===== src/rtl/msg_fifo_arbiter.sv =====
// Round-robin arbiter sharing one message-FIFO write port between N_REQ producers.
// A message is granted only when the FIFO has room for all of its words.
module msg_fifo_arbiter #(
  parameter int unsigned N_REQ      = 5,
  parameter int unsigned DATA_W     = 32,
  parameter int unsigned LEN_W      = 4,
  parameter int unsigned FIFO_DEPTH = 256,
  parameter int unsigned USEDW_W    = 8
) (
  input  logic                      clk,
  input  logic                      reset_n,
  input  logic [N_REQ-1:0]          req,
  input  logic [N_REQ*LEN_W-1:0]    req_len,
  input  logic [N_REQ*DATA_W-1:0]   req_data,
  output logic [N_REQ-1:0]          grant,
  output logic [LEN_W-1:0]          word_idx,
  output logic [N_REQ-1:0]          done,
  output logic                      err,
  output logic [DATA_W-1:0]         fifo_data,
  output logic                      fifo_wr,
  input  logic [USEDW_W-1:0]        fifo_usedw,
  input  logic                      flush,
  output logic                      busy,
  output logic [15:0]               stall_cnt
);

  localparam int unsigned PTR_W = (N_REQ > 1) ? $clog2(N_REQ) : 1;
  localparam logic [USEDW_W:0] ROOM_MAX = (USEDW_W+1)'(FIFO_DEPTH - 1);

  typedef enum logic [1:0] {StIdle, StBurst, StGap} state_e;

  state_e             state_q, state_d;
  logic [N_REQ-1:0]   grant_q, grant_d;
  logic [N_REQ-1:0]   zdone_q, zdone_d;
  logic [LEN_W-1:0]   word_idx_q, word_idx_d;
  logic [LEN_W-1:0]   len_q, len_d;
  logic [PTR_W-1:0]   ptr_q, ptr_d;
  logic [15:0]        stall_q, stall_d;

  logic               cand_found;
  logic [PTR_W-1:0]   cand_idx;
  logic [LEN_W-1:0]   cand_len;
  logic [N_REQ-1:0]   cand_onehot;
  logic [USEDW_W:0]   room_sum;
  logic               room_ok;

  // Candidate: lowest requester at or above the pointer, else lowest overall (wrap).
  always_comb begin
    cand_found = 1'b0;
    cand_idx   = '0;
    for (int i = N_REQ - 1; i >= 0; i--) begin
      if (req[i] && (PTR_W'(i) >= ptr_q)) begin
        cand_found = 1'b1;
        cand_idx   = PTR_W'(i);
      end
    end
    if (!cand_found) begin
      for (int i = N_REQ - 1; i >= 0; i--) begin
        if (req[i]) begin
          cand_found = 1'b1;
          cand_idx   = PTR_W'(i);
        end
      end
    end
    cand_len    = '0;
    cand_onehot = '0;
    for (int i = 0; i < N_REQ; i++) begin
      if (cand_idx == PTR_W'(i)) begin
        cand_len       = req_len[i*LEN_W +: LEN_W];
        cand_onehot[i] = 1'b1;
      end
    end
    room_sum = {1'b0, fifo_usedw} + (USEDW_W+1)'(cand_len);
    room_ok  = (room_sum <= ROOM_MAX);
  end

  always_comb begin
    fifo_data = '0;
    for (int i = 0; i < N_REQ; i++) begin
      if (grant_q[i]) fifo_data = req_data[i*DATA_W +: DATA_W];
    end
  end

  always_comb begin
    state_d    = state_q;
    grant_d    = grant_q;
    zdone_d    = '0;
    word_idx_d = word_idx_q;
    len_d      = len_q;
    ptr_d      = ptr_q;
    stall_d    = stall_q;
    done       = '0;
    err        = 1'b0;
    fifo_wr    = 1'b0;
    unique case (state_q)
      StIdle: begin
        if (cand_found) begin
          if (!room_ok) begin
            if (stall_q != 16'hFFFF) stall_d = stall_q + 16'd1;
          end else if (!flush) begin
            ptr_d      = (cand_idx == PTR_W'(N_REQ - 1)) ? '0 : cand_idx + PTR_W'(1);
            word_idx_d = '0;
            len_d      = cand_len;
            if (cand_len == '0) begin
              // Empty message: complete without a burst, done pulses in the gap cycle.
              zdone_d = cand_onehot;
              state_d = StGap;
            end else begin
              grant_d = cand_onehot;
              state_d = StBurst;
            end
          end
        end
      end
      StBurst: begin
        fifo_wr = ~flush;
        if (flush || (word_idx_q == len_q - LEN_W'(1))) begin
          done       = grant_q;
          err        = flush;
          grant_d    = '0;
          word_idx_d = '0;
          state_d    = StGap;
        end else begin
          word_idx_d = word_idx_q + LEN_W'(1);
        end
      end
      StGap: begin
        done    = zdone_q;
        state_d = StIdle;
      end
      default: state_d = StIdle;
    endcase
  end

  always_ff @(posedge clk) begin
    if (!reset_n) begin
      state_q    <= StIdle;
      grant_q    <= '0;
      zdone_q    <= '0;
      word_idx_q <= '0;
      len_q      <= '0;
      ptr_q      <= '0;
      stall_q    <= '0;
    end else begin
      state_q    <= state_d;
      grant_q    <= grant_d;
      zdone_q    <= zdone_d;
      word_idx_q <= word_idx_d;
      len_q      <= len_d;
      ptr_q      <= ptr_d;
      stall_q    <= stall_d;
    end
  end

  assign grant     = grant_q;
  assign word_idx  = word_idx_q;
  assign stall_cnt = stall_q;
  assign busy      = (state_q != StIdle);

endmodule


===== config.mk =====
export PLATFORM = sky130hd
export DESIGN_NAME = msg_fifo_arbiter
export DESIGN_NICKNAME = d
export VERILOG_FILES = /design/src/rtl/msg_fifo_arbiter.sv
export SDC_FILE = /design/constraint.sdc
export NUM_CORES = 1
export LEC_CHECK = 0
export BUFFER_PORTS_ARGS = -buffer_cell sky130_fd_sc_hd__clkbuf_2
export CAP_MARGIN = 40
export CORE_AREA = 2 2 102 104
export CTS_CLUSTER_SIZE = 24
export DETAILED_ROUTE_END_ITERATION = 16
export DIE_AREA = 0 0 104 106
export PLACE_DENSITY = 0.84
export SYNTH_ARGS = -nofsm -noshare
export SYNTH_HDL_FRONTEND = slang
export SYNTH_SLANG_ARGS = --single-unit

===== constraint.sdc =====
create_clock -name clk -period 4.89 [get_ports clk]
set_input_delay 0.2445 -clock clk [delete_from_list [all_inputs] [get_ports clk]]
set_output_delay 0.2445 -clock clk [all_outputs]
set_load 0.005 [all_outputs]

### Word-level counts from Yosys, hierarchy flattened

Cells that the tools add are included.

| cells by class | value |
|---|---|
| $add $sub $neg | 5 |
| $mul | 0 |
| div/mod/pow operators | 0 |
| $lt $le $gt $ge | 6 |
| equal/unequal tests | 13 |
| shifts and indexed selects | 0 |
| multiplexer cells | 60 |
| bitwise operators | 6 |
| reductions and logical operators | 17 |

Operator list:

| operator | count |
|---|---|
| 2-to-1 mux 32 bit | 5 |
| 2-to-1 mux 3 bit | 12 |
| 2-to-1 mux 4 bit | 9 |
| 2-to-1 mux 5 bit | 6 |
| case mux 5 bit (2 select lines) | 2 |
| 2-to-1 mux 1 bit | 19 |
| adder 16 x 1 -> 16 bit (second input constant) | 1 |
| inequality test 16 bit (second input constant) | 1 |
| AND reduction 4 bit | 4 |
| 2-to-1 mux 2 bit | 5 |
| inequality test 2 bit (second input constant) | 5 |
| adder 8 x 4 -> 9 bit | 1 |
| <= comparator 9 x 8 -> 1 bit (second input constant) | 1 |
| case mux 4 bit (2 select lines) | 1 |
| == test 3 x 2 -> 1 bit (second input constant) | 2 |
| >= comparator 1 x 3 -> 1 bit (first input constant) | 2 |
| >= comparator 2 x 3 -> 1 bit (first input constant) | 2 |
| inverter 1 bit | 6 |
| AND reduction 6 bit | 1 |
| OR reduction 6 bit | 1 |
| logical AND 1 bit | 5 |
| adder 4 x 1 -> 4 bit (second input constant) | 1 |
| == test 4 bit | 1 |
| zero test 4 bit | 1 |
| 12 further kinds | 13 |

| word-level totals | value |
|---|---|
| flip-flop bits (word level) | 39 |
| bits in latches | 0 |
| memory bits (writable) | 0 |
| memory bits (read-only) | 0 |
| input bits | 196 |
| output and inout port bits | 65 |
| word-level logic and storage cells | 114 |
| memories kept | 0 |

### Longest topological paths before layout

Gate-level depths: netlist (run 1).

| logic depth | value |
|---|---|
| word-level depth | 25 |
| depth in mapped cells | 21 |
| depth with buffers taken out | 20 |

### Worst setup path before layout (run 1)

OpenSTA, ideal clock, no wires.

| timing path | value |
|---|---|
| kind | reg2reg |
| from | register ptr_q[0] |
| to | register grant_q[2], in the netlist grant[2] |
| setup time | 0.117 ns |
| arrival time | 4.383 ns |
| setup slack | 0.390 ns |
| cell stages (with the launch flop) | 19 |
| path buffers | 1 |
| period minus slack after synthesis | 4.500 ns |
| cell sequence | dfxtp_1 > nand2b_1 > a211oi_1 > a211oi_1 > a32oi_1 > ha_1 > clkbuf_1 > o211a_1 > a31o_4 > o221ai_2 > ha_1 > fa_1 > a21o_1 > a21oi_1 > o21ai_0 > o2bb2ai_1 > o21ai_1 > o21ai_4 > a22o_1 |

| between the ends | value |
|---|---|
| longest elaborated chain between the ends | 23 |
| elaborated cells between the ends (all ways) | 50 |
| classes of those cells | 1 x add/sub; 6 x order compare; 7 x eq/ne; 28 x mux; 8 x reduce/logical |

Ends and longest elaborated chain:

| item | RTL line | text |
|---|---|---|
| start, declared | 37 | `logic [PTR_W-1:0] ptr_q, ptr_d;` |
| start signal, assigned | 150 | `ptr_q <= ptr_d;` |
| >= comparator 3 bit | 52 | `if (req[i] && (PTR_W'(i) >= ptr_q)) begin` |
| logical AND 1 bit | 52 |  |
| 2-to-1 mux 3 bit (5 in series) | 52 |  |
| 2-to-1 mux 3 bit (5 in series) | 59 | `if (req[i]) begin` |
| 2-to-1 mux 3 bit * | 57 | `if (!cand_found) begin` |
| zero test 3 bit | 68 | `if (cand_idx == PTR_W'(i)) begin` |
| 2-to-1 mux 4 bit (4 in series) | 68 |  |
| 2-to-1 mux 4 bit * | 68 |  |
| named net cand_len[0] | 42 | `logic [LEN_W-1:0] cand_len;` |
| adder 8 x 4 -> 9 bit | 73 | `room_sum = {1'b0, fifo_usedw} + (USEDW_W+1)'(cand_len);` |
| <= comparator 9 x 8 -> 1 bit | 74 | `room_ok = (room_sum <= ROOM_MAX);` |
| inequality test 2 bit (no source line) | -- |  |
| AND reduction 6 bit (no source line) * | -- |  |
| end signal, assigned | 146 | `grant_q <= grant_d;` |
| end, declared | 33 | `logic [N_REQ-1:0] grant_q, grant_d;` |

The timed path passes the listed nets; every way through them passes the cells marked *. The select of a mux whose other input is x is not followed.
A chain may end at the register's enable or synchronous reset.

### Final worst setup path (run 1)

| timing path | value |
|---|---|
| from | register ptr_q[0] |
| to | register grant_q[1], in the netlist grant[1] |

The elaborated chain is that of the path after synthesis.

==> results of run 1 <==
==> routing by layer <==
metal | up-vias | track usage | wire, µm
li1 | 2353 | - | -
met1 | 2126 | 0.284 | 5620
met2 | 220 | 0.409 | 6850
met3 | 20 | 0.0478 | 1060
met4 | 0 | 0.0531 | 154
met5 | - | 0 | 0
==> cell families (layout without fill, tap and decap cells) <==
family          after synthesis  after routing  share of synthesized area
compound gates              199            199                      0.356
xor+xnor                     19             19                     0.0464
fa+ha+maj                    15             15                     0.0544
buf+inv                      58            298                     0.0610
flops                        39             39                      0.218
mux                           4              4                     0.0112
simple gates                193            193                      0.254
==> final cells by class <==
cell class,instances,area (µm²)
clock buffer,7,76.3
clock inverter,1,5.00
fill,1035,4860
inverter,21,78.8
multi-input combinational,430,2630
sequential,39,785
tap,136,170
timing repair buffer,269,1390
==> state kept, by name, indices dropped and copies added, names as in the netlist <==
name and count:
grant 5, len_q 4, ptr_q 3, stall_cnt 16, state_q 2, word_idx 4, zdone_q 5
==> power by group through the flow <==
stage	registers, mW	logic, mW	clock network, mW
global route	0.410	1.27	0.229
floorplan	0.391	0.748	0
CTS	0.402	1.11	0.215
detailed placement	0.410	1.11	0
global placement	0.409	1.09	0
finish	0.402	1.14	0.215
==> cell usage in the layout, fill, tap and decap left out, types with 6 or more instances in the layout <==
master and n:
clkbuf_2 260, a21oi_1 76, nor2_1 76, nand2_1 47
o21ai_0 42, a22oi_1 37, dfxtp_1 36, inv_1 21
and2_1 15, xnor2_1 13, ha_1 13, nor2b_1 10
nand4_1 9, nor3_1 8, buf_4 8, xor2_1 6
==> through the flow <==
step                area [µm²]  hold slack (ns)  TNS (ns)  power [mW]  std cells
floorplan                 3590            0.448         0        1.14        527
global placement          4980            0.445         0        1.50        893
detailed placement        5010            0.454         0        1.52        894
CTS                       5090            0.454         0        1.73        902
global route              5140            0.488    -0.648        1.91        903
finish                    5140            0.458         0        1.76        903
==> final timing paths <==
kind	slack, ns	endpoint	from
max	0.34	grant[1]	ptr_q[0]
max reg2reg	0.34	grant[1]	ptr_q[0]
min	0.46	len_q[3]	req_len[19]
min reg2reg	0.47	grant[3]	grant[3]
==> critical path, delay by kind of cell (launching register included) <==
kind / cells / cell delay, ns
flip-flops: 1 / 0.34
buffers and inverters: 1 / 0.12
adder cells (fa/ha/maj): 3 / 0.85
AND/OR/NAND/NOR: 1 / 0.19
AO/OA/AOI/OAI: 14 / 2.94
==> repair_timing <==
| item | CTS | global route |
|---|---|---|
| endpoints found under the setup margin | 0 | 21 |
| setup buffers | 0 | 1 |
| hold endpoints to repair | 0 | 0 |
| hold buffers | 0 | 0 |
| gates resized for setup | 0 | 10 |
==> flow_summary.toml, run 1 <==
[run_status]
outcome = "finished clean"

[setup_path]
max_stage_delay_ns = 0.44
setup.worst_path.class = "register to register"
arrival_ns = 4.74
worstSetupStartpointType = "register"
cp-end-kind = "register"
critPathMaxFanout = 8
cp_common_cell = "o21ai_0"
worstPathCellList = "nand2b_1, a211oi_1, a211oi_2, o211ai_1, o21ai_0, inv_1, ha_2, o211a_1, a31o_4, o221ai_2, ha_1, fa_1, a21o_1, a21oi_1, o21ai_0, o2bb2ai_1, o21ai_2, o21ai_4, a22o_1"
slowest_stage = "a211oi_1"
required_ns = 5.08
r2r_cells = 19

[global_routing]
grt_max_degree = 67
grt_antenna_before_repair = 0
grt_pass1_vias = 4174
grt_usage = 0.229
overflow = 0
grt_pass1_wl_um = 20600

[route]
drt_iter0_drc = 320
drt_pass1_iterations = 5
via_per_inst = 5.23
via_count = 4719
detail_route.wl_per_cell_um = 15.2
drc = 0
drtAntennaViolNets = 0
drt_wl_total_um = 13700

[sta]
finalCritPeriodShare = 0.930
setup_slack_ns = 0.341
setup_viol = 0
fmax_mhz = 220
skew_ns = 0.00647
worst_pin_slew_ns = 0.625
slew_headroom = 0.583
finalHoldViolCount = 0
fin_crit_ns = 4.55
drv_slew = 0

[clock_network]
cts_buffer_depth = 2
cts_tree = "built"
clkLatencyLatePin_ns = 0.30
clk_pin_slew_worst_paths_ns = 0.08
cts_buffers = 5
h-tree-depth = 2
root_buffer = "clkbuf_8"
clock_sink_count = 39

[power]
p_seq_frac = 0.228
pwr-share-comb = 0.649
peakVddDrop_mv = 0.219
clock_power_share = 0.122
p_int_mw = 0.952
p_per_area_nw_per_um2 = 342
p_leak_nw = 2.52
p_switching_mw = 0.806
switching_share = 0.458

[synthesis]
ys_seq_area_frac = 0.218
postSynthAreaPerCell_um2 = 6.81
ys_types = 52
synth_common_cells = "76 x a21oi_1, 76 x nor2_1, 47 x nand2_1"
netlist_area_um2 = 3590
netlist.area_leader.share = 0.218
synth_nets = 738
yosys_warnings = 0
synth_edf_count = 0
synth.area.top_cells = "dfxtp_1 22%, a21oi_1 11%, nor2_1 7.9%, a22oi_1 7.7%, o21ai_0 5.9%"
synth_ff_type = "dfxtp_1"
ys_seq_elements = 39
synthCells = 527
synth_top_area_cell = "dfxtp_1"
async_reset_ff_frac = 0

[placement]
routabilityCongestion = 0.899
io_buffers = 260
dp_slack_ns = 0.196
post-dp-hpwl_um = 10900

[floorplanning]
core_area_um2 = 10000
die_w_um = 104
initial_core_util = 0.359
io_pins = 261
dieHeight_um = 106
die_area_um2 = 11000
rows = 37

[finish]
fin_util = 0.514
area_delta_synth_final_pct = 43.2
n_antenna_cell = 0
drive_above_1_share = 0.390
nets = 977

[worst_hold_path]
min_path_cells = 4
hold_path_class = "primary input to register"

[run]
maxCapViolations = 0
Note: power is estimated with default switching activity, not from simulation.
==> run 2, diff against run 1 <==
--- a/config.mk
+++ b/config.mk
@@ -16,2 +16,3 @@
 export SYNTH_HDL_FRONTEND = slang
 export SYNTH_SLANG_ARGS = --single-unit
+export TNS_END_PERCENT = 20
==> constraint.sdc (replaced) <==
create_clock -name clk -period 4.5 [get_ports clk]
set_input_delay 0.9 -clock clk [delete_from_list [all_inputs] [get_ports clk]]
set_output_delay 0.9 -clock clk [all_outputs]
set_load 0.005 [all_outputs]
==> run 2 against run 1 <==
Compared with the run above:
- routed wire length rose by 3.3%
- die area did not move
- total power up 26%
- global-route usage is 0.39 points higher
- critical endpoint is now stall_cnt[13]
- highest routed layer unchanged
==> flow_summary.toml, run 2 (synthesis gave the netlist of run 1 again) <==
[worst_hold_path]
min_path_cells = 2
holdPathEnd = "state_q[0]"
hold_path_class = "register to register"
hold_path.startpoint = "state_q[0]"

[sta]
skew_ns = 0.00935
slew_headroom = 0.470
drv_slew = 0
holdWs_ns = 0.484
worst_pin_slew_ns = 0.788
setup_viol = 0
finalCritPeriodShare = 0.960
fin_crit_ns = 4.32
finalHoldViolCount = 0
fmax_mhz = 231
setup_slack_ns = 0.180

[power]
switching_share = 0.442
pwr-share-comb = 0.655
p_per_area_nw_per_um2 = 399
p_seq_frac = 0.207
p_leak_nw = 2.70
clock_power_share = 0.138
power.total_mw = 2.21
p_switching_mw = 0.976
peakVddDrop_mv = 0.245
p_int_mw = 1.23

[global_routing]
grt_max_degree = 49
grt_usage = 0.233
overflow = 0
grt_pass1_vias = 4278
grt_antenna_before_repair = 0
grt_pass1_wl_um = 21100

[route]
drtAntennaViolNets = 0
via_count = 4848
drt_wl_total_um = 14100
detail_route.wl_per_cell_um = 15.1
via_per_inst = 5.18
drt_pass1_iterations = 5
drc = 0
drt_iter0_drc = 431

[placement]
io_buffers = 260
post-dp-hpwl_um = 10800
dp.cells = 926
dp_slack_ns = -0.301
routabilityCongestion = 0.879

[run_status]
outcome = "finished clean"

[clock_network]
cts_tree = "built"
cts_buffer_depth = 2
h-tree-depth = 2
clkLatencyLatePin_ns = 0.30
cts_buffers = 5
clock_sink_count = 39
clk_pin_slew_worst_paths_ns = 0.09
root_buffer = "clkbuf_8"

[setup_path]
setup.worst_path.class = "primary input to register"
arrival_ns = 4.55
reg2reg_from = "ptr_q[2]"
rrSetupSlack_ns = 0.24
worstSetupStartpointType = "primary input"
cp-end-kind = "register"
r2r_cells = 19
setup.worst_path.start = "req[0]"
required_ns = 4.73
critPathMaxFanout = 9
rr_endpoint = "stall_cnt[13]"

[floorplanning]
die_area_um2 = 11000
io_pins = 261
rows = 37
initial_core_util = 0.359
dieHeight_um = 106
die_w_um = 104
core_area_um2 = 10000

[finish]
layout_common_cells = "260 x clkbuf_2, 76 x nor2_1, 75 x a21oi_1"
drive_above_1_share = 0.435
fin_util = 0.554
register_area_um2 = 785
final_common_cell = "clkbuf_2"
area_delta_synth_final_pct = 54.3
multiInputGateArea_um2 = 2750
nets = 1010
fin_cells = 936
n_antenna_cell = 0
largest_reg_flops = 16
fill_cells = 939

[run]
maxCapViolations = 0
-- run 2: critical path: stages --
cell and delay, ns:
clkbuf_2 0.13, nand2b_4 0.07, a211oi_4 0.27, a211oi_2 0.09, a32oi_2 0.34, inv_2 0.10
ha_4 0.20, nand3b_1 0.17, a21oi_1 0.17, a21oi_1 0.07, o221ai_2 0.21, ha_2 0.22
fa_1 0.15, a21o_1 0.14, a21oi_4 0.07, a2111oi_4 0.35, buf_4 0.19, o2111ai_4 0.18
or3_1 0.36, a21boi_0 0.17
-- run 2: worst max path at each step --
stage,slack [ns],depth (start not counted),to
floorplan,-0.01,19,stall_cnt[8]
global placement,-0.03,21,stall_cnt[11]
detailed placement,-0.30,20,stall_cnt[13]
CTS,0.05,21,stall_cnt[13]
global route,-0.01,20,stall_cnt[13]
finish,0.18,20,stall_cnt[13]
-- run 2: cell type report --
cell class	count	share of cell area
Multi-Input combinational cell	430	0.498
Timing Repair Buffer	302	0.295
Tap cell	136	0.0307
Inverter	21	0.0142
Clock buffer	5	0.0124
Clock inverter	3	0.00836
Sequential cell	39	0.142
-- run 2: what timing repair did --
action	CTS	global route
gates resized for setup	1	23
pin swaps	1	7
hold buffers	0	0
setup buffers	1	1
gates cloned	0	0
setup endpoints to repair	2	29
-- run 2: stage by stage --
step,instance area (µm²),setup TNS (ns)
after CTS,5410,0
after global placement,5260,-0.110
after detailed placement,5280,-4.93
final,5540,0
after global routing,5540,-0.0164
after floorplan,3630,-0.0558
-- run 2: power groups by stage --
stage	clock, mW	sequential [mW]	combinational (mW)
2_1_floorplan	0	0.427	0.835
3_3_place_gp	0	0.466	1.30
3_5_place_dp	0	0.465	1.33
4_1_cts	0.306	0.457	1.35
5_1_grt	0.320	0.466	1.60
6_report	0.305	0.458	1.45
-- run 2: layer usage --
layer	routed length, µm	global-route usage	vias to the layer above
met5	0	0	-
met4	400	0.0743	0
met3	1110	0.0521	33
met2	7040	0.406	229
met1	5590	0.287	2165
li1	-	-	2421
==> run 3, diff against run 2 <==
- CORE_AREA: 2 2 102 104 -> 2 2 100 102
- CTS_BUF_LIST: unset -> sky130_fd_sc_hd__clkbuf_8
- DIE_AREA: 0 0 104 106 -> 0 0 102 104
- PLACE_DENSITY: 0.84 -> 0.86
==> run 3 against run 2 <==
Compared with the run above:
- cell area fell by 1.3%
- worst hold slack lost 0.0091 ns
- combinational power decreased by 4%
- clock power decreased by 26%
- clock-buffer cell count stayed put
- register-to-register slack got worse by 0.03 ns
- critical endpoint is now grant[2]
- largest power group unchanged
==> flow_summary.toml, run 3 (synthesis gave the netlist of run 1 again) <==
[placement]
dp_slack_ns = -0.249
placed_area_um2 = 5300
routabilityCongestion = 0.960
post-dp-hpwl_um = 11000
io_buffers = 260

[power]
p_switching_mw = 0.923
p_leak_nw = 2.71
peakVddDrop_mv = 0.225
pwr-share-comb = 0.670
p_per_area_nw_per_um2 = 381
switching_share = 0.444
clock_power_share = 0.109
p_seq_frac = 0.221
p_int_mw = 1.16

[clock_network]
cts_buffers = 5
cts_buffer_depth = 2
hold_buffers = 0
cts_tree = "built"
root_buffer = "clkbuf_8"
clkLatencyLatePin_ns = 0.30
clk_pin_slew_worst_paths_ns = 0.07
clock_sink_count = 39
h-tree-depth = 2

[global_routing]
grt_usage = 0.247
grt_pass1_wl_um = 21300
grt_max_degree = 46
grt_antenna_before_repair = 0
grt_pass1_vias = 4474
overflow = 0

[setup_path]
worstPathCellList = "clkbuf_2, nand2b_1, a211oi_4, a211oi_2, a32oi_2, inv_1, ha_1, ha_1, inv_2, a31o_4, o221ai_2, ha_2, fa_1, a21o_1, a21oi_4, o21ai_1, o2bb2ai_2, o21ai_2, o21ai_4, a22o_1"
critPathMaxFanout = 5
setup.worst_path.class = "primary input to register"
max_stage_delay_ns = 0.35
arrival_ns = 4.48
worstSetupStartpointType = "primary input"
slowest_stage = "fa_1"
cp-end-kind = "register"
cp_common_cell = "ha_1"
required_ns = 4.68

[sta]
worst_pin_slew_ns = 0.778
totalNegativeSetupSlack_ns = 0
setup_viol = 0
holdWs_ns = 0.475
fmax_mhz = 232
fin_crit_ns = 4.30
drv_slew = 0
slew_headroom = 0.481
finalHoldViolCount = 0
finalCritPeriodShare = 0.956
setup_slack_ns = 0.197
skew_ns = 0.0110

[floorplanning]
die_w_um = 102
core_area_um2 = 9550
die_area_um2 = 10600
rows = 36
io_pins = 261
initial_core_util = 0.376
dieHeight_um = 104

[route]
via_per_inst = 5.19
drt_pass1_iterations = 5
drtAntennaViolNets = 0
drt_iter0_drc = 173
via_count = 4852
drt_wl_total_um = 13900
detail_route.wl_per_cell_um = 14.9
drc = 0

[finish]
finalInstanceArea_um2 = 5460
fin_util = 0.572
area_delta_synth_final_pct = 52.2
layout_common_cells = "260 x clkbuf_2, 76 x nor2_1, 75 x a21oi_1"
drive_above_1_share = 0.423
nets = 1012
largest_reg_flops = 16
final_common_cell = "clkbuf_2"
n_antenna_cell = 0

[run]
maxCapViolations = 0

[worst_hold_path]
hold_path_class = "register to register"

[run_status]
outcome = "finished clean"
## run 3: through the flow
step	total power, mW	cells
2_1_floorplan	1.26	527
6_report	2.08	935
4_1_cts	2.05	933
5_1_grt	2.28	935
3_5_place_dp	1.81	924
3_3_place_gp	1.77	922
## run 3: area by class of cell
type | instances | area [µm²]
Timing Repair Buffer | 304 | 1660
Clock buffer | 5 | 68.8
Fill cell | 901 | 4090
Clock inverter | 3 | 12.5
Inverter | 21 | 78.8
Sequential cell | 39 | 785
Multi-Input combinational cell | 430 | 2690
Tap cell | 133 | 166
## run 3: power groups by stage
stage | combinational (mW) | sequential, mW | clock (mW)
6_report | 1.39 | 0.460 | 0.226
5_1_grt | 1.57 | 0.470 | 0.242
4_1_cts | 1.36 | 0.460 | 0.228
3_5_place_dp | 1.35 | 0.468 | 0
3_3_place_gp | 1.31 | 0.468 | 0
2_1_floorplan | 0.835 | 0.427 | 0
## run 3: worst paths after layout
path	from	end	slack (ns)	depth (start not counted)
max	req[0]	grant[2]	0.20	20
min	state_q[0]	state_q[0]	0.48	2
max reg2reg	ptr_q[2]	grant[2]	0.21	20
min reg2reg	state_q[0]	state_q[0]	0.48	2
## run 3: worst max-delay path, delay by kind of cell
kind	cells	cell delay (ns)
AO/OA/AOI/OAI	12	2.24
adder cells (fa/ha/maj)	4	0.96
buffers and inverters	3	0.30
AND/OR/NAND/NOR	1	0.10
## run 3: layer usage
layer  vias up  track usage  part of all wire
li1       2435            -                 -
met5         -            0                 0
met4         0       0.0886             0.032
met2       236        0.425              0.49
met1      2143        0.295              0.39
met3        38       0.0612             0.084
## run 3: repair_timing
action	in CTS	in global routing
setup endpoints to repair	1	29
pin swaps	1	6
gates resized for setup	1	10
setup buffers	1	2
